==> src/rtl/brush_stamp_ctrl.sv <==
`default_nettype none
// ============================================================================
// Module      : brush_stamp_ctrl
// Description : Sequences the single framebuffer write port of the drawing
//               canvas. While the pen is down it stamps a (2w+1)x(2w+1) brush
//               around the cursor, one pixel slot per accepted cycle, with
//               out-of-canvas slots clipped. A latched clear request sweeps
//               the whole framebuffer with CLEAR_COLOR. The framebuffer
//               writes use a valid/ready handshake.
//               Optional feature macro: ROUND_BRUSH_EN (circular brush mask).
// Revision    : 1.0 - initial release
// ============================================================================
module brush_stamp_ctrl #(
   parameter int         H_RES       = 640,
   parameter int         V_RES       = 360,
   parameter int         ADDR_W      = 18,
   parameter logic [3:0] CLEAR_COLOR = 4'd0
) (
   input  logic              clk_in,
   input  logic              rst_in,
   input  logic [9:0]        cursor_x_in,
   input  logic [8:0]        cursor_y_in,
   input  logic [3:0]        color_in,
   input  logic [2:0]        width_in,
   input  logic              pen_down_in,
   input  logic              clear_in,
   input  logic              fb_ready_in,
   output logic [ADDR_W-1:0] fb_addr_out,
   output logic [3:0]        fb_data_out,
   output logic              fb_we_out,
   output logic              busy_out,
   output logic              clear_done_out
);

   typedef enum logic [1:0] {
      ST_IDLE  = 2'd0,
      ST_STAMP = 2'd1,
      ST_CLEAR = 2'd2
   } state_t;

   localparam logic [ADDR_W-1:0] C_H_RES     = ADDR_W'(H_RES);
   localparam logic [ADDR_W-1:0] C_LAST_ADDR = ADDR_W'(H_RES * V_RES - 1);
   localparam logic [9:0]        C_X_LIM     = 10'(H_RES);
   localparam logic [9:0]        C_Y_LIM     = 10'(V_RES);

   // Evaluates one brush slot: returns {write_enable, pixel_address}.
   // Coordinates are extended to signed 11 bits so negative offsets clip.
   function automatic logic [ADDR_W:0] slot_eval(
      input logic [9:0]        x,
      input logic [8:0]        y,
      input logic signed [3:0] dx,
      input logic signed [3:0] dy,
      input logic              hit
   );
      logic signed [10:0] px;
      logic signed [10:0] py;
      logic               in_bounds;
      logic [ADDR_W-1:0]  addr;
      px        = $signed({1'b0, x}) + $signed({{7{dx[3]}}, dx});
      py        = $signed({2'b00, y}) + $signed({{7{dy[3]}}, dy});
      in_bounds = !px[10] && (px[9:0] < C_X_LIM) && !py[10] && (py[9:0] < C_Y_LIM);
      addr      = ADDR_W'(py[9:0]) * C_H_RES + ADDR_W'(px[9:0]);
      return {in_bounds & hit, addr};
   endfunction

`ifdef ROUND_BRUSH_EN
   // Circular mask: slot is inside the brush when dx^2 + dy^2 <= w^2.
   function automatic logic round_hit(
      input logic signed [3:0] dx,
      input logic signed [3:0] dy,
      input logic [2:0]        w
   );
      logic [2:0] ax;
      logic [2:0] ay;
      logic [6:0] r2;
      logic [6:0] w2;
      ax = dx[3] ? 3'(-dx) : dx[2:0];
      ay = dy[3] ? 3'(-dy) : dy[2:0];
      r2 = 7'(ax) * 7'(ax) + 7'(ay) * 7'(ay);
      w2 = 7'(w) * 7'(w);
      return r2 <= w2;
   endfunction
`endif

   state_t            state_q, state_d;
   logic              clear_prev_q, clear_prev_d;
   logic              clear_pend_q, clear_pend_d;
   logic              last_valid_q, last_valid_d;
   logic [9:0]        snap_x_q, snap_x_d;
   logic [8:0]        snap_y_q, snap_y_d;
   logic [3:0]        snap_color_q, snap_color_d;
   logic [2:0]        snap_w_q, snap_w_d;
   logic [9:0]        last_x_q, last_x_d;
   logic [8:0]        last_y_q, last_y_d;
   logic [3:0]        last_color_q, last_color_d;
   logic [2:0]        last_w_q, last_w_d;
   logic signed [3:0] dx_q, dx_d;
   logic signed [3:0] dy_q, dy_d;
   logic [ADDR_W-1:0] fb_addr_q, fb_addr_d;
   logic [3:0]        fb_data_q, fb_data_d;
   logic              fb_we_q, fb_we_d;
   logic              busy_q, busy_d;
   logic              clear_done_q, clear_done_d;

   logic              w_clear_edge;
   logic              w_inputs_changed;
   logic              w_trigger;
   logic signed [3:0] w_neg_in_w;
   logic signed [3:0] w_snap_w_s;
   logic signed [3:0] w_neg_snap_w;
   logic              w_last_col;
   logic              w_last_slot;
   logic signed [3:0] w_nxt_dx;
   logic signed [3:0] w_nxt_dy;
   logic              w_first_hit;
   logic              w_next_hit;
   logic [ADDR_W:0]   w_first_slot;
   logic [ADDR_W:0]   w_next_slot;

   // Trigger detection and slot iteration helpers (first slot from live inputs, next slot from snapshot).
   always_comb begin
      w_clear_edge     = clear_in & ~clear_prev_q;
      w_inputs_changed = (cursor_x_in != last_x_q) || (cursor_y_in != last_y_q) ||
                         (color_in != last_color_q) || (width_in != last_w_q);
      w_trigger        = pen_down_in && (!last_valid_q || w_inputs_changed);
      w_neg_in_w       = -$signed({1'b0, width_in});
      w_snap_w_s       = $signed({1'b0, snap_w_q});
      w_neg_snap_w     = -w_snap_w_s;
      w_last_col       = (dx_q == w_snap_w_s);
      w_last_slot      = w_last_col && (dy_q == w_snap_w_s);
      w_nxt_dx         = w_last_col ? w_neg_snap_w : dx_q + 4'sd1;
      w_nxt_dy         = w_last_col ? dy_q + 4'sd1 : dy_q;
`ifdef ROUND_BRUSH_EN
      w_first_hit      = round_hit(w_neg_in_w, w_neg_in_w, width_in);
      w_next_hit       = round_hit(w_nxt_dx, w_nxt_dy, snap_w_q);
`else
      w_first_hit      = 1'b1;
      w_next_hit       = 1'b1;
`endif
      w_first_slot     = slot_eval(cursor_x_in, cursor_y_in, w_neg_in_w, w_neg_in_w, w_first_hit);
      w_next_slot      = slot_eval(snap_x_q, snap_y_q, w_nxt_dx, w_nxt_dy, w_next_hit);
   end

   // Next-state logic; outputs are computed for the cycle after the transition.
   always_comb begin
      state_d      = state_q;
      clear_prev_d = clear_in;
      clear_pend_d = clear_pend_q;
      last_valid_d = last_valid_q;
      snap_x_d     = snap_x_q;
      snap_y_d     = snap_y_q;
      snap_color_d = snap_color_q;
      snap_w_d     = snap_w_q;
      last_x_d     = last_x_q;
      last_y_d     = last_y_q;
      last_color_d = last_color_q;
      last_w_d     = last_w_q;
      dx_d         = dx_q;
      dy_d         = dy_q;
      fb_addr_d    = fb_addr_q;
      fb_data_d    = fb_data_q;
      fb_we_d      = fb_we_q;
      busy_d       = busy_q;
      clear_done_d = 1'b0;

      unique case (state_q)
         ST_IDLE: begin
            if (w_clear_edge) begin
               clear_pend_d = 1'b1;
            end
            if (!pen_down_in) begin
               last_valid_d = 1'b0;
            end
            if (clear_pend_q) begin
               // Pending clear wins; any edge seen this cycle is folded into it.
               clear_pend_d = 1'b0;
               state_d      = ST_CLEAR;
               fb_addr_d    = '0;
               fb_data_d    = CLEAR_COLOR;
               fb_we_d      = 1'b1;
               busy_d       = 1'b1;
            end else if (w_trigger) begin
               state_d      = ST_STAMP;
               snap_x_d     = cursor_x_in;
               snap_y_d     = cursor_y_in;
               snap_color_d = color_in;
               snap_w_d     = width_in;
               dx_d         = w_neg_in_w;
               dy_d         = w_neg_in_w;
               fb_we_d      = w_first_slot[ADDR_W];
               fb_addr_d    = w_first_slot[ADDR_W-1:0];
               fb_data_d    = color_in;
               busy_d       = 1'b1;
            end else begin
               fb_we_d      = 1'b0;
               busy_d       = 1'b0;
            end
         end

         ST_STAMP: begin
            if (w_clear_edge) begin
               clear_pend_d = 1'b1;
            end
            // A clipped/masked slot (we=0) always advances; a write advances when accepted.
            if (!fb_we_q || fb_ready_in) begin
               if (w_last_slot) begin
                  state_d      = ST_IDLE;
                  last_x_d     = snap_x_q;
                  last_y_d     = snap_y_q;
                  last_color_d = snap_color_q;
                  last_w_d     = snap_w_q;
                  last_valid_d = 1'b1;
                  fb_we_d      = 1'b0;
                  fb_addr_d    = '0;
                  fb_data_d    = '0;
                  busy_d       = 1'b0;
               end else begin
                  dx_d         = w_nxt_dx;
                  dy_d         = w_nxt_dy;
                  fb_we_d      = w_next_slot[ADDR_W];
                  fb_addr_d    = w_next_slot[ADDR_W-1:0];
               end
            end
         end

         ST_CLEAR: begin
            // Clear edges arriving during the sweep are absorbed.
            if (fb_ready_in) begin
               if (fb_addr_q == C_LAST_ADDR) begin
                  state_d      = ST_IDLE;
                  clear_done_d = 1'b1;
                  last_valid_d = 1'b0;
                  fb_we_d      = 1'b0;
                  fb_addr_d    = '0;
                  fb_data_d    = '0;
                  busy_d       = 1'b0;
               end else begin
                  fb_addr_d    = fb_addr_q + 1'b1;
               end
            end
         end

         default: begin
            state_d = ST_IDLE;
            fb_we_d = 1'b0;
            busy_d  = 1'b0;
         end
      endcase
   end

   // State and output registers with synchronous reset.
   always_ff @(posedge clk_in) begin
      if (rst_in) begin
         state_q      <= ST_IDLE;
         clear_prev_q <= 1'b0;
         clear_pend_q <= 1'b0;
         last_valid_q <= 1'b0;
         snap_x_q     <= '0;
         snap_y_q     <= '0;
         snap_color_q <= '0;
         snap_w_q     <= '0;
         last_x_q     <= '0;
         last_y_q     <= '0;
         last_color_q <= '0;
         last_w_q     <= '0;
         dx_q         <= '0;
         dy_q         <= '0;
         fb_addr_q    <= '0;
         fb_data_q    <= '0;
         fb_we_q      <= 1'b0;
         busy_q       <= 1'b0;
         clear_done_q <= 1'b0;
      end else begin
         state_q      <= state_d;
         clear_prev_q <= clear_prev_d;
         clear_pend_q <= clear_pend_d;
         last_valid_q <= last_valid_d;
         snap_x_q     <= snap_x_d;
         snap_y_q     <= snap_y_d;
         snap_color_q <= snap_color_d;
         snap_w_q     <= snap_w_d;
         last_x_q     <= last_x_d;
         last_y_q     <= last_y_d;
         last_color_q <= last_color_d;
         last_w_q     <= last_w_d;
         dx_q         <= dx_d;
         dy_q         <= dy_d;
         fb_addr_q    <= fb_addr_d;
         fb_data_q    <= fb_data_d;
         fb_we_q      <= fb_we_d;
         busy_q       <= busy_d;
         clear_done_q <= clear_done_d;
      end
   end

   assign fb_addr_out    = fb_addr_q;
   assign fb_data_out    = fb_data_q;
   assign fb_we_out      = fb_we_q;
   assign busy_out       = busy_q;
   assign clear_done_out = clear_done_q;

endmodule
`default_nettype wire

==> config.mk <==
export PLATFORM = sky130hd
export DESIGN_NAME = brush_stamp_ctrl
export DESIGN_NICKNAME = d
export VERILOG_FILES = /design/src/rtl/brush_stamp_ctrl.sv
export SDC_FILE = /design/constraint.sdc
export NUM_CORES = 1
export LEC_CHECK = 0
export CORE_MARGIN = 10
export CORE_UTILIZATION = 61
export CTS_CLUSTER_DIAMETER = 80
export DETAILED_ROUTE_END_ITERATION = 8
export PLACE_DENSITY = 0.83
export SYNTH_ARGS = -nofsm -noshare
export SYNTH_HDL_FRONTEND = slang
export SYNTH_SLANG_ARGS = --single-unit
==> constraint.sdc <==
create_clock -name clk_in -period 11.8 [get_ports clk_in]
set_input_delay 1.18 -clock clk_in [delete_from_list [all_inputs] [get_ports clk_in]]
set_output_delay 1.18 -clock clk_in [all_outputs]
set_load 0.02 [all_outputs]
==> reports/qor_table.md, run 1 <==
| Stage | Parameter | Reported |
| --- | --- | --- |
| status | Outcome | finished clean |
| die | Count of standard-cell rows | 40 |
| synth | Post-synth top area cell | sky130_fd_sc_hd__dfxtp_1 |
| place | Count of port buffers added during placement | 55 |
| timing | Unrepaired setup endpoints after global routing | false |
| synth | Top area cells in the synthesized netlist | sky130_fd_sc_hd__dfxtp_1 (24%), sky130_fd_sc_hd__ha_1 (14%), sky130_fd_sc_hd__xnor2_1 (7.7%) |
| global routing | Number of antenna violations at the first check in global routing | 0 |
| critical path | Worst reg-to-reg setup slack | 5.21 ns |
| critical path | Arrival time reported for the critical path endpoint | 6.92 ns |
| critical path | Type of origin of the critical path | input pin |
| critical path | WP depth | 19 |
| synth | Syn Inst Count | 902 |
| power and ir drop | Fraction of power consumed by the clock network | 0.119 |
| clock tree | Clock input transition at the sequential cells of the worst setup and hold paths | 0.07 ns |
| critical path | Series of cell instances along the critical path | clkdlybuf4s50_1 -> nor3_1 -> inv_1 -> ha_1 -> o21ai_0 -> o21bai_1 -> a2111oi_0 -> nor2_1 -> a211oi_1 -> ha_1 -> ha_1 -> nor3b_1 -> a311o_1 -> a211oi_1 -> nor4_1 -> xnor3_1 -> and4_1 -> a311oi_1 -> a311oi_1 |
| power and ir drop | Leak | 3.66 nW |
| timing | Tcrit/Tclk final | 0.569 |
| place | Setup slack after placement | 4.76 ns |
| critical path | Data required time of the critical path | 12.00 ns |
| place | Detailed-placement wirelength estimate | 15,500 um |
| layout | NumNets Final | 1,061 |
| global routing | Global-route met3 utilization | 0.0583 |
| synth | Post-synth design cell area | 7640 um^2 |
| drt | Detail-routed via count per cell | 6.09 |
| power and ir drop | Sw Pwr | 1.13 mW |
| clock tree | Insertion delay of the later-clocked pin in the worst-skew pair | 0.36 ns |
| critical path | Max Fanout on Critical Path | 17 |
| drt | Vias after detailed routing | 6,767 |
| global routing | Total routing resource utilization after global routing | 0.224 |
| die | Effective utilization at floorplan | 0.629 |
| timing | Slew margin rel. | 0.249 |
| drt | Wire per inst | 18.0 um |
| critical path | Worst setup path startpoint | width_in[0] |
| clock tree | CTS HTree Levels | 3 |
| critical path | Max stage delay cell, worst path | sky130_fd_sc_hd__nor3_1 |
| job | Max-capacitance violation count | 0 |
| clock tree | TritonCTS sink count | 90 |
| clock tree | Post-CTS setup repair buffer count | 0 |
| synth | Number of distinct library cell variants in the gate-level netlist after synthesis | 77 |
| timing | Total negative slack | 0 ns |
| global routing | Aggregate global routing overflow | 0 |
| synth | Most frequent cell after synthesis | sky130_fd_sc_hd__nor2_1 |
| timing | Clock period minus final worst setup slack | 6.72 ns |
| layout | Final design utilization | 0.705 |
| timing | Worst-case setup margin in the final layout | 5.08 ns |
| power and ir drop | Portion of total power attributed to sequential cells | 0.193 |
| clock tree | TritonCTS clock tree | yes |
| global routing | Global-route wire length before repair | 32,600 um |
| timing | Post-Route Skew | 0.00814 ns |
| critical path | Worst-case reg-to-reg path depth | 21 |
| die | Die height | 132 um |
| die | Area of the die | 17,400 um^2 |
| critical path | Worst setup EP type | register |
| clock tree | Maximum number of buffers from clock root to sink | 2 |
| drt | Final wirelength | 19,900 um |
| die | Top-level port count | 56 |
| critical path | Capturing element of the worst setup path | fb_addr_out[17]$_SDFFE_PP0P_ |
| drt | First drt pass iteration count | 7 |
| critical path | Critical path's top delay family | compound AO/OA/AOI/OAI gates |
| global routing | Maximum number of pins on one net before global-route repair | 91 |
| synth | Synthesized flop and latch total | 90 |
| drt | Antenna viol nets, final | 0 |
| layout | Number of fill cells | 980 |
| synth | Async SR Flop Fraction | 0 |
| synth | Area share of the largest cell type after synthesis | 0.236 |
| place | Placer congestion estimate | 0.957 |
| drt | Iter 0 DRT Violations | 730 |
| power and ir drop | Worst ir drop on vdd | 165 uV |
| clock tree | Num CTS Buffers | 9 |
| critical path | Startpoint of the lowest-slack register-to-register path | snap_w_q[2]$_SDFFE_PP0P_ |
| clock tree | Library cell used as clock root buffer | sky130_fd_sc_hd__clkbuf_16 |
| die | Core region area | 12,200 um^2 |
| hold path | Count of cells along the worst hold path | 2 |
| synth | Post-Synthesis Net Count | 1,025 |
| global routing | Met2 Use GR | 0.349 |
| critical path | Buffering stage count on the worst path with inverters included | 2 |
| critical path | Reg2reg end | fb_addr_out[17]$_SDFFE_PP0P_ |
| layout | Area Overhead vs Synth | 12.2% |
| power and ir drop | Part of the total power dissipated in combinational logic | 0.687 |
| global routing | Global routing met1 resource utilization | 0.298 |
| clock tree | Hold-fix buffers at CTS | 0 |
| power and ir drop | Switching share of power | 0.486 |
| synth | Post-synth EDFFs | 0 |
| power and ir drop | Total power divided by cell area | 272 nW/um^2 |
| hold path | Path category of the worst min-delay check | register to register |
| global routing | Gr busiest metal | met2 |
| timing | Achievable Freq | 149 MHz |
| power and ir drop | Internal power | 1.20 mW |
| synth | Top cell types by occurrence after synthesis | sky130_fd_sc_hd__nor2_1 (123), sky130_fd_sc_hd__dfxtp_1 (90), sky130_fd_sc_hd__ha_1 (84) |
| clock tree | Post-cts sizing count | 0 |
| timing | Hold violation total from the final report | 0 |
| synth | Average cell area after synthesis | 8.48 um^2 |
| synth | Portion of the post-synthesis area used by sequential elements | 0.236 |
| critical path | Worst Path Class, Setup | input pin to register |
| timing | Least-Margin Pin Slew | 1.12 ns |
| critical path | Cell type with the highest occurrence count on the critical path | sky130_fd_sc_hd__ha_1 |
| timing | Total count of max-transition violations in the final report | 0 |
| layout | Number of inserted diodes | 0 |
| synth | Predominant post-synthesis flop cell | sky130_fd_sc_hd__dfxtp_1 |
| global routing | Number of global-route vias before repair | 6,328 |
| drt | Number of design rule violations left after detail routing | 0 |
| critical path | CP max stage delay | 0.59 ns |
| layout | Proportion of layout cells with a drive suffix above 1 | 0.0456 |
| synth | Yosys warning total | 0 |
| timing | Number of setup violations in the final report | 0 |
| die | Die span in x | 132 um |
## cells in the final DEF, fill, tap and decap left out, types with 31 or more instances in the layout
| cell type | count |
|---|---|
| sky130_fd_sc_hd__nor2_1 | 123 |
| sky130_fd_sc_hd__dfxtp_1 | 90 |
| sky130_fd_sc_hd__ha_1 | 84 |
| sky130_fd_sc_hd__xnor2_1 | 67 |
| sky130_fd_sc_hd__mux2i_1 | 56 |
| sky130_fd_sc_hd__clkdlybuf4s50_1 | 54 |
| sky130_fd_sc_hd__a21oi_1 | 42 |
| sky130_fd_sc_hd__inv_1 | 41 |
| sky130_fd_sc_hd__xor2_1 | 34 |
| sky130_fd_sc_hd__nand2_1 | 31 |
## how the worst min path moves through the flow
stage,from,slack [ns],to
finish,fb_data_out[2]$_SDFFE_PP0P_,0.47,fb_data_out[2]$_SDFFE_PP0P_
global route,fb_data_out[2]$_SDFFE_PP0P_,0.49,fb_data_out[2]$_SDFFE_PP0P_
CTS,fb_data_out[2]$_SDFFE_PP0P_,0.48,fb_data_out[2]$_SDFFE_PP0P_
detailed placement,fb_data_out[2]$_SDFFE_PP0P_,0.46,fb_data_out[2]$_SDFFE_PP0P_
global placement,fb_data_out[3]$_SDFFE_PP0P_,0.46,fb_data_out[3]$_SDFFE_PP0P_
floorplan,last_valid_q$_SDFFE_PP0P_,0.46,last_valid_q$_SDFFE_PP0P_
## area by class of cell
cell class,count,area (um^2),share of cell area
Clock buffer,10,229,0.0267
Multi-Input combinational cell,737,5560,0.648
Inverter,42,158,0.0184
Timing Repair Buffer,58,568,0.0662
Clock inverter,6,50.0,0.00583
Sequential cell,90,1800,0.210
Tap cell,168,210,0.0245
## worst register-to-register path, cell delays in order (launching register included)
cell                        delay, ns
sky130_fd_sc_hd__dfxtp_1         0.52
sky130_fd_sc_hd__xor2_1          0.14
sky130_fd_sc_hd__nor4_2          0.85
sky130_fd_sc_hd__nand4_1         0.22
sky130_fd_sc_hd__xor2_1          0.46
sky130_fd_sc_hd__inv_1           0.28
sky130_fd_sc_hd__ha_1            0.36
sky130_fd_sc_hd__o21a_1          0.20
sky130_fd_sc_hd__a2111o_1        0.45
sky130_fd_sc_hd__a31oi_1         0.21
sky130_fd_sc_hd__o21bai_1        0.09
sky130_fd_sc_hd__xnor2_1         0.30
sky130_fd_sc_hd__ha_1            0.30
sky130_fd_sc_hd__ha_1            0.27
sky130_fd_sc_hd__inv_1           0.08
sky130_fd_sc_hd__and3_1          0.19
sky130_fd_sc_hd__a211o_1         0.26
sky130_fd_sc_hd__a311oi_1        0.44
sky130_fd_sc_hd__a2111oi_0       0.15
sky130_fd_sc_hd__xnor3_1         0.23
sky130_fd_sc_hd__a311oi_1        0.29
sky130_fd_sc_hd__a311oi_1        0.12
## routing by layer
layer	wire length, um	up-vias
met5	0	-
met1	8950	3141
li1	-	3315
met4	422	0
met2	8840	281
met3	1740	30
## through the flow
| step | std cells | hold slack (ns) | total power [mW] | cell area, um^2 |
|---|---|---|---|---|
| 6_report | 1111 | 0.469 | 2.33 | 8580 |
| 5_1_grt | 1111 | 0.488 | 2.53 | 8580 |
| 4_1_cts | 1111 | 0.477 | 2.33 | 8580 |
| 3_5_place_dp | 1095 | 0.462 | 2.04 | 8300 |
| 3_3_place_gp | 1095 | 0.456 | 2.01 | 8300 |
| 2_1_floorplan | 902 | 0.457 | 1.66 | 7640 |
## power groups by stage
stage	clock [mW]	sequential, mW	combinational, mW
2_1_floorplan	0	0.469	1.19
3_3_place_gp	0	0.452	1.56
3_5_place_dp	0	0.455	1.58
4_1_cts	0.280	0.449	1.60
5_1_grt	0.294	0.461	1.77
6_report	0.278	0.451	1.60
## kinds of logic after synthesis
family                   count (synthesis)  share of synthesized area
buffers and inverters                   75                     0.0381
adder cells (fa/ha/maj)                 92                      0.158
AO/OA/AOI/OAI                          205                      0.186
flip-flops                              90                      0.236
multiplexers                            56                     0.0733
AND/OR/NAND/NOR                        278                      0.180
XOR/XNOR                               106                      0.128
## state kept, by name, indices dropped and copies added (netlist names), 2 cells and up
register	cells
snap_w_q	3
snap_color_q	4
snap_y_q	9
last_y_q	9
fb_data_out	4
last_color_q	4
last_w_q	3
dy_q	4
last_x_q	10
snap_x_q	10
dx_q	4
fb_addr_out	18
state_q	2
Note: power is estimated with default switching activity, not from simulation.
==> run 2, diff against run 1 <==
--- a/config.mk
+++ b/config.mk
@@ -6,10 +6,10 @@
 export NUM_CORES = 1
 export LEC_CHECK = 0
 export CORE_MARGIN = 10
-export CORE_UTILIZATION = 61
+export CORE_UTILIZATION = 55
 export CTS_CLUSTER_DIAMETER = 80
 export DETAILED_ROUTE_END_ITERATION = 8
-export PLACE_DENSITY = 0.83
+export PLACE_DENSITY = 0.79
 export SYNTH_ARGS = -nofsm -noshare
 export SYNTH_HDL_FRONTEND = slang
 export SYNTH_SLANG_ARGS = --single-unit
==> constraint.sdc (replaced) <==
create_clock -name clk_in -period 6.1 [get_ports clk_in]
set_input_delay 0.61 -clock clk_in [delete_from_list [all_inputs] [get_ports clk_in]]
set_output_delay 0.61 -clock clk_in [all_outputs]
set_load 0.02 [all_outputs]
==> reports/qor_table.md, run 2 (synthesized netlist as in run 1, its figures left out) <==
| Stage | Parameter | Reported | Change |
| --- | --- | --- | --- |
| place | Placer congestion estimate | 0.948 | -0.91% |
| clock tree | Post-cts sizing count | 0 | unchanged |
| layout | Leading cell type in the layout, fill and taps excluded | sky130_fd_sc_hd__nor2_1 |  |
| layout | Flip-flop count of the largest register after layout | 18 | unchanged |
| timing | Achievable Freq | 178 MHz |  |
| timing | Final Hold Slack | 0.481 ns | +0.0115 ns |
| power and ir drop | Leak | 3.74 nW | +2.4% |
| place | Count of port buffers added during placement | 55 | unchanged |
| die | Effective utilization at floorplan | 0.555 | -0.0735 |
| layout | Top library cells by usage in the layout, fill and taps aside | sky130_fd_sc_hd__nor2_1 (123), sky130_fd_sc_hd__dfxtp_1 (90), sky130_fd_sc_hd__ha_1 (84), sky130_fd_sc_hd__xnor2_1 (67), sky130_fd_sc_hd__mux2i_1 (56) |  |
| clock tree | Post-CTS setup repair buffer count | 0 | unchanged |
| die | Area of the die | 19,000 um^2 | +9.2% |
| global routing | Total routing resource utilization after global routing | 0.212 | -0.0118 |
| clock tree | CTS HTree Levels | 3 | unchanged |
| layout | Number of inserted diodes | 0 | unchanged |
| drt | Final wirelength | 20,100 um | +0.82% |
| drt | Antenna viol nets, final | 0 | unchanged |
| drt | Wire per inst | 17.7 um | -1.6% |
| critical path | Worst setup EP type | register |  |
| timing | Number of setup violations in the final report | 0 | unchanged |
| timing | Clock period minus final worst setup slack | 5.63 ns |  |
| critical path | CP max stage delay | 0.42 ns | -0.17 ns |
| timing | Total negative slack | 0 ns | unchanged |
| die | Die span in x | 138 um | +4.5% |
| critical path | Type of origin of the critical path | register |  |
| global routing | Number of global-route vias before repair | 6,338 | +0.16% |
| layout | NumNets Final | 1,076 | +1.4% |
| clock tree | TritonCTS sink count | 90 | unchanged |
| critical path | Max Fanout on Critical Path | 8 | -9 |
| status | Outcome | finished clean |  |
| critical path | Worst Path Class, Setup | register to register |  |
| layout | Area Overhead vs Synth | 14.3% |  |
| clock tree | Hold-fix buffers at CTS | 0 | unchanged |
| hold path | Path category of the worst min-delay check | register to register |  |
| timing | Post-Route Skew | 0.0108 ns | +0.00265 ns |
| drt | First drt pass iteration count | 5 | -2 |
| global routing | Aggregate global routing overflow | 0 | unchanged |
| global routing | Global-route wire length before repair | 32,200 um | -1.2% |
| clock tree | Clock input transition at the sequential cells of the worst setup and hold paths | 0.07 ns | about the same |
| global routing | Number of antenna violations at the first check in global routing | 0 | unchanged |
| global routing | Maximum number of pins on one net before global-route repair | 91 | unchanged |
| drt | Vias after detailed routing | 6,724 | -0.64% |
| timing | Tcrit/Tclk final | 0.922 |  |
| die | Core region area | 13,800 um^2 | +13% |
| clock tree | Library cell used as clock root buffer | sky130_fd_sc_hd__clkbuf_16 |  |
| layout | Proportion of layout cells with a drive suffix above 1 | 0.0616 | +0.0160 |
| power and ir drop | Total power divided by cell area | 538 nW/um^2 | +98% |
| place | Detailed-placement wirelength estimate | 15,800 um | +2.1% |
| critical path | Data required time of the critical path | 6.30 ns | -5.70 ns |
| die | Die height | 138 um | +4.5% |
| timing | Total count of max-transition violations in the final report | 0 | unchanged |
| critical path | Critical path's top delay family | compound AO/OA/AOI/OAI gates |  |
| clock tree | TritonCTS clock tree | yes |  |
| timing | Least-Margin Pin Slew | 1.12 ns | -0.00513 ns |
| drt | Number of design rule violations left after detail routing | 0 | unchanged |
| critical path | Series of cell instances along the critical path | xor2_1 -> nor4_2 -> buf_4 -> nand4_1 -> xor2_1 -> inv_1 -> ha_1 -> a211o_1 -> a2111o_1 -> a31oi_1 -> o21bai_1 -> xnor2_1 -> ha_1 -> ha_1 -> inv_1 -> and3_1 -> a211o_1 -> a311oi_1 -> a2111oi_0 -> xnor3_1 -> a311oi_1 -> a311oi_1 |  |
| power and ir drop | Worst ir drop on vdd | 256 uV | +55% |
| critical path | Max stage delay cell, worst path | sky130_fd_sc_hd__a2111o_1 |  |
| timing | Hold violation total from the final report | 0 | unchanged |
| critical path | Arrival time reported for the critical path endpoint | 5.83 ns | -1.09 ns |
| job | Max-capacitance violation count | 0 | unchanged |
| timing | Slew margin rel. | 0.253 | +0.00343 |
| critical path | Buffering stage count on the worst path with inverters included | 3 | +1 |
| die | Count of standard-cell rows | 43 | +7.5% |
| drt | Detail-routed via count per cell | 5.91 | -3.0% |
| drt | Iter 0 DRT Violations | 488 | -33% |
| die | Top-level port count | 56 | unchanged |
| clock tree | Insertion delay of the later-clocked pin in the worst-skew pair | 0.36 ns | about the same |
| clock tree | Maximum number of buffers from clock root to sink | 2 | unchanged |
| timing | Unrepaired setup endpoints after global routing | false |  |
| clock tree | Num CTS Buffers | 9 | unchanged |
## run 2: cell count changes in the layout (fill, tap and decap cells not counted)
cell	before	now
sky130_fd_sc_hd__clkinv_4	2	0
sky130_fd_sc_hd__buf_4	3	18
sky130_fd_sc_hd__inv_6	1	2
sky130_fd_sc_hd__clkbuf_1	1	0
sky130_fd_sc_hd__inv_8	1	2
sky130_fd_sc_hd__bufinv_16	0	1
## run 2: worst paths after layout
| path | startpoint | end | slack, ns | cells past startpoint |
|---|---|---|---|---|
| setup / recovery | dx_q[1]$_SDFFE_PP0P_ | fb_addr_out[17]$_SDFFE_PP0P_ | 0.47 | 22 |
| hold / removal | fb_data_out[0]$_SDFFE_PP0P_ | fb_data_out[0]$_SDFFE_PP0P_ | 0.48 | 2 |
| setup reg to reg | dx_q[1]$_SDFFE_PP0P_ | fb_addr_out[17]$_SDFFE_PP0P_ | 0.47 | 22 |
| hold reg to reg | fb_data_out[0]$_SDFFE_PP0P_ | fb_data_out[0]$_SDFFE_PP0P_ | 0.48 | 2 |
## run 2: tightest hold or removal path, stage by stage (launching register included)
cell and delay [ns]:
sky130_fd_sc_hd__dfxtp_1 0.31, sky130_fd_sc_hd__nand2b_1 0.06, sky130_fd_sc_hd__a21oi_1 0.06
## run 2: report_power, final
| part | total [mW] | internal (mW) | switching (mW) |
|---|---|---|---|
| logic | 3.25 | 1.41 | 1.84 |
| clock network | 0.587 | 0.326 | 0.261 |
| registers | 0.860 | 0.709 | 0.151 |
| total | 4.70 | 2.44 | 2.26 |
## run 2: area by class of cell
class                           count  area, um^2
Inverter                           42         158
Clock inverter                      7        82.6
Clock buffer                        9         225
Sequential cell                    90        1800
Multi-Input combinational cell    737        5560
Tap cell                          180         225
Timing Repair Buffer               73         681
Fill cell                        1225        5040
## run 2: metrics by stage
step | instances | cell area, um^2 | total power, mW | setup slack (ns) | util
after floorplan | 902 | 7640 | 3.21 | 0.964 | -
after global placement | 1122 | 8430 | 4.01 | 0.356 | 0.612
after detailed placement | 1122 | 8430 | 4.07 | 0.240 | 0.612
after CTS | 1138 | 8730 | 4.68 | 0.428 | 0.634
after global routing | 1138 | 8730 | 5.05 | 0.0787 | 0.634
final | 1138 | 8730 | 4.70 | 0.473 | 0.634
## run 2: metal layers
layer	GRT usage	part of all wire	vias up
met5	0	0	-
met4	0.0846	0.029	0
met3	0.0482	0.070	43
met2	0.323	0.44	199
met1	0.284	0.46	3129
li1	-	-	3353
==> run 3, diff against run 2 <==
--- a/config.mk
+++ b/config.mk
@@ -5,7 +5,7 @@
 export SDC_FILE = /design/constraint.sdc
 export NUM_CORES = 1
 export LEC_CHECK = 0
-export CORE_MARGIN = 10
+export CORE_MARGIN = 5
 export CORE_UTILIZATION = 55
 export CTS_CLUSTER_DIAMETER = 80
 export DETAILED_ROUTE_END_ITERATION = 8
==> reports/qor_table.md, run 3 (synthesized netlist as in run 1, its figures left out) <==
| Stage | Parameter | Reported | Change |
| --- | --- | --- | --- |
| clock tree | Clock input transition at the sequential cells of the worst setup and hold paths | 0.07 ns | about the same |
| critical path | CP max stage delay | 0.47 ns | +0.05 ns |
| clock tree | Maximum number of buffers from clock root to sink | 2 | unchanged |
| critical path | Cell type with the highest occurrence count on the critical path | sky130_fd_sc_hd__ha_1 |  |
| die | Area of the die | 16,400 um^2 | -14% |
| place | Placer congestion estimate | 0.942 | -0.69% |
| timing | Slew margin rel. | 0.242 | -0.0109 |
| critical path | Series of cell instances along the critical path | xor2_1 -> nor4_2 -> buf_4 -> nand4_1 -> xor2_1 -> inv_1 -> ha_1 -> o21a_1 -> a2111o_1 -> a21o_1 -> and2_1 -> ha_1 -> ha_1 -> xor2_2 -> nand3_2 -> a2111oi_0 -> xnor3_1 -> a311oi_1 -> a311oi_1 |  |
| clock tree | Post-cts sizing count | 0 | unchanged |
| timing | Least-Margin Pin Slew | 1.13 ns | +0.0163 ns |
| global routing | Total routing resource utilization after global routing | 0.244 | +0.0316 |
| timing | Post-Route Skew | 0.0125 ns | +0.00172 ns |
| critical path | Worst reg-to-reg setup slack | 0.44 ns | -0.03 ns |
| critical path | Max Fanout on Critical Path | 8 | unchanged |
| layout | Top library cells by usage in the layout, fill and taps aside | sky130_fd_sc_hd__nor2_1 (123), sky130_fd_sc_hd__dfxtp_1 (90), sky130_fd_sc_hd__ha_1 (84), sky130_fd_sc_hd__xnor2_1 (67), sky130_fd_sc_hd__mux2i_1 (56) |  |
| layout | Number of fill cells | 1,197 | -2.3% |
| global routing | Number of global-route vias before repair | 6,237 | -1.6% |
| place | Detailed-placement wirelength estimate | 15,300 um | -3.4% |
| critical path | Worst-case reg-to-reg path depth | 19 | -14% |
| critical path | Worst Path Class, Setup | register to register |  |
| drt | Number of design rule violations left after detail routing | 0 | unchanged |
| layout | Flip-flop count of the largest register after layout | 18 | unchanged |
| power and ir drop | Leak | 3.74 nW | about the same |
| timing | Hold violation total from the final report | 0 | unchanged |
| critical path | Arrival time reported for the critical path endpoint | 5.85 ns | +0.02 ns |
| die | Die span in x | 128 um | -7.3% |
| critical path | Worst setup path startpoint | dx_q[1]$_SDFFE_PP0P_ |  |
| drt | Highest metal layer with signal wires | met4 |  |
| timing | Number of setup violations in the final report | 0 | unchanged |
| die | Core region area | 13,800 um^2 | unchanged |
| layout | Number of inserted diodes | 0 | unchanged |
| drt | Met3 wire length | 1400 um | -1.1% |
| drt | Antenna viol nets, final | 0 | unchanged |
| layout | Proportion of layout cells with a drive suffix above 1 | 0.0615 | -0.0000642 |
| place | Count of port buffers added during placement | 55 | unchanged |
| critical path | Critical path's top delay family | compound AO/OA/AOI/OAI gates |  |
| drt | Vias after detailed routing | 6,733 | +0.13% |
| clock tree | TritonCTS sink count | 90 | unchanged |
| clock tree | Insertion delay of the later-clocked pin in the worst-skew pair | 0.36 ns | about the same |
| timing | Unrepaired setup endpoints after global routing | false |  |
| timing | Achievable Freq | 177 MHz | -0.58% |
| global routing | Maximum number of pins on one net before global-route repair | 91 | unchanged |
| job | Max-capacitance violation count | 0 | unchanged |
| timing | Total negative slack | 0 ns | unchanged |
| critical path | Type of origin of the critical path | register |  |
| timing | Tcrit/Tclk final | 0.928 | +0.00535 |
| layout | Leading cell type in the layout, fill and taps excluded | sky130_fd_sc_hd__nor2_1 |  |
| drt | Met2 Wirelength | 8790 um | -1.3% |
| power and ir drop | Worst ir drop on vdd | 239 uV | -6.4% |
| drt | First drt pass iteration count | 5 | unchanged |
| global routing | Aggregate global routing overflow | 0 | unchanged |
| critical path | Reg2reg end | fb_addr_out[17]$_SDFFE_PP0P_ |  |
| drt | Final wirelength | 20,000 um | -0.43% |
| hold path | Path category of the worst min-delay check | register to register |  |
| critical path | Worst setup EP type | register |  |
| clock tree | Num CTS Buffers | 9 | unchanged |
| hold path | Start point of the worst hold path | fb_data_out[2]$_SDFFE_PP0P_ |  |
| critical path | Max stage delay cell, worst path | sky130_fd_sc_hd__a2111oi_0 |  |
| layout | Area Overhead vs Synth | 14.3% | about the same |
| timing | Total count of max-transition violations in the final report | 0 | unchanged |
| drt | Detail-routed via count per cell | 5.91 | about the same |
| hold path | Capture endpoint of the worst hold path | fb_data_out[2]$_SDFFE_PP0P_ |  |
| drt | Metal-1 WL | 9360 um | +1.7% |
| power and ir drop | Total power divided by cell area | 534 nW/um^2 | -0.76% |
| clock tree | Library cell used as clock root buffer | sky130_fd_sc_hd__clkbuf_16 |  |
| layout | NumNets Final | 1,077 | +0.093% |
| timing | Final Hold Slack | 0.475 ns | -0.00587 ns |
| hold path | Count of cells along the worst hold path | 2 | unchanged |
| die | Die height | 128 um | -7.3% |
| die | Effective utilization at floorplan | 0.555 | unchanged |
| drt | Wire per inst | 17.6 um | -0.52% |
| clock tree | CTS HTree Levels | 3 | unchanged |
| global routing | Number of antenna violations at the first check in global routing | 0 | unchanged |
| critical path | Startpoint of the lowest-slack register-to-register path | dx_q[1]$_SDFFE_PP0P_ |  |
| drt | Iter 0 DRT Violations | 613 | +26% |
| global routing | Global-route wire length before repair | 32,200 um | about the same |
| clock tree | TritonCTS clock tree | yes |  |
| timing | Clock period minus final worst setup slack | 5.66 ns | +0.0326 ns |
| critical path | Buffering stage count on the worst path with inverters included | 2 | -1 |
| status | Outcome | finished clean |  |
| die | Top-level port count | 56 | unchanged |
| clock tree | Hold-fix buffers at CTS | 0 | unchanged |
| clock tree | Post-CTS setup repair buffer count | 0 | unchanged |
| die | Count of standard-cell rows | 43 | unchanged |
| critical path | Data required time of the critical path | 6.29 ns | about the same |
[run 3: through the flow]
| step | utilization | power [mW] | setup slack (ns) | instances | cell area [um^2] |
|---|---|---|---|---|---|
| floorplan | - | 3.21 | 0.964 | 902 | 7640 |
| global placement | 0.612 | 3.99 | 0.325 | 1123 | 8430 |
| detailed placement | 0.612 | 4.03 | 0.0990 | 1123 | 8430 |
| CTS | 0.634 | 4.64 | 0.442 | 1139 | 8740 |
| global route | 0.634 | 5.03 | 0.0769 | 1139 | 8740 |
| finish | 0.634 | 4.66 | 0.440 | 1139 | 8740 |
[run 3: worst max-delay path by stage]
stage / slack [ns] / cells past startpoint / endpoint
after floorplan: 0.96 / 23 / fb_addr_out[17]$_SDFFE_PP0P_
after global placement: 0.32 / 20 / fb_addr_out[17]$_SDFFE_PP0P_
after detailed placement: 0.1 / 20 / fb_addr_out[17]$_SDFFE_PP0P_
after CTS: 0.44 / 19 / fb_addr_out[17]$_SDFFE_PP0P_
after global routing: 0.08 / 22 / fb_addr_out[17]$_SDFFE_PP0P_
final: 0.44 / 19 / fb_addr_out[17]$_SDFFE_PP0P_
[run 3: where the power goes]
part,internal (mW),switching (mW),total (mW)
Sequential,0.709,0.158,0.867
Combinational,1.41,1.81,3.21
Clock,0.323,0.257,0.581
[run 3: layout make-up]
cell class	count	area (um^2)	area share
Multi-Input combinational cell	737	5560	0.637
Clock inverter	6	72.6	0.00831
Inverter	42	158	0.0180
Tap cell	180	225	0.0258
Clock buffer	10	229	0.0262
Timing Repair Buffer	74	688	0.0788
Sequential cell	90	1800	0.206
[run 3: worst reg2reg max path: cells and delay by family, from the launching register on]
| family | cells | cell delay [ns] |
|---|---|---|
| compound gates | 6 | 1.73 |
| xor+xnor | 4 | 1.08 |
| fa+ha+maj | 3 | 1.07 |
| buf+inv | 2 | 0.49 |
| flops | 1 | 0.35 |
| simple gates | 4 | 0.79 |
[run 3: layer usage]
metal | GRT usage | vias up
met5 | 0 | -
met4 | 0.0743 | 0
met3 | 0.0321 | 31
met2 | 0.377 | 206
met1 | 0.353 | 3140
li1 | - | 3356
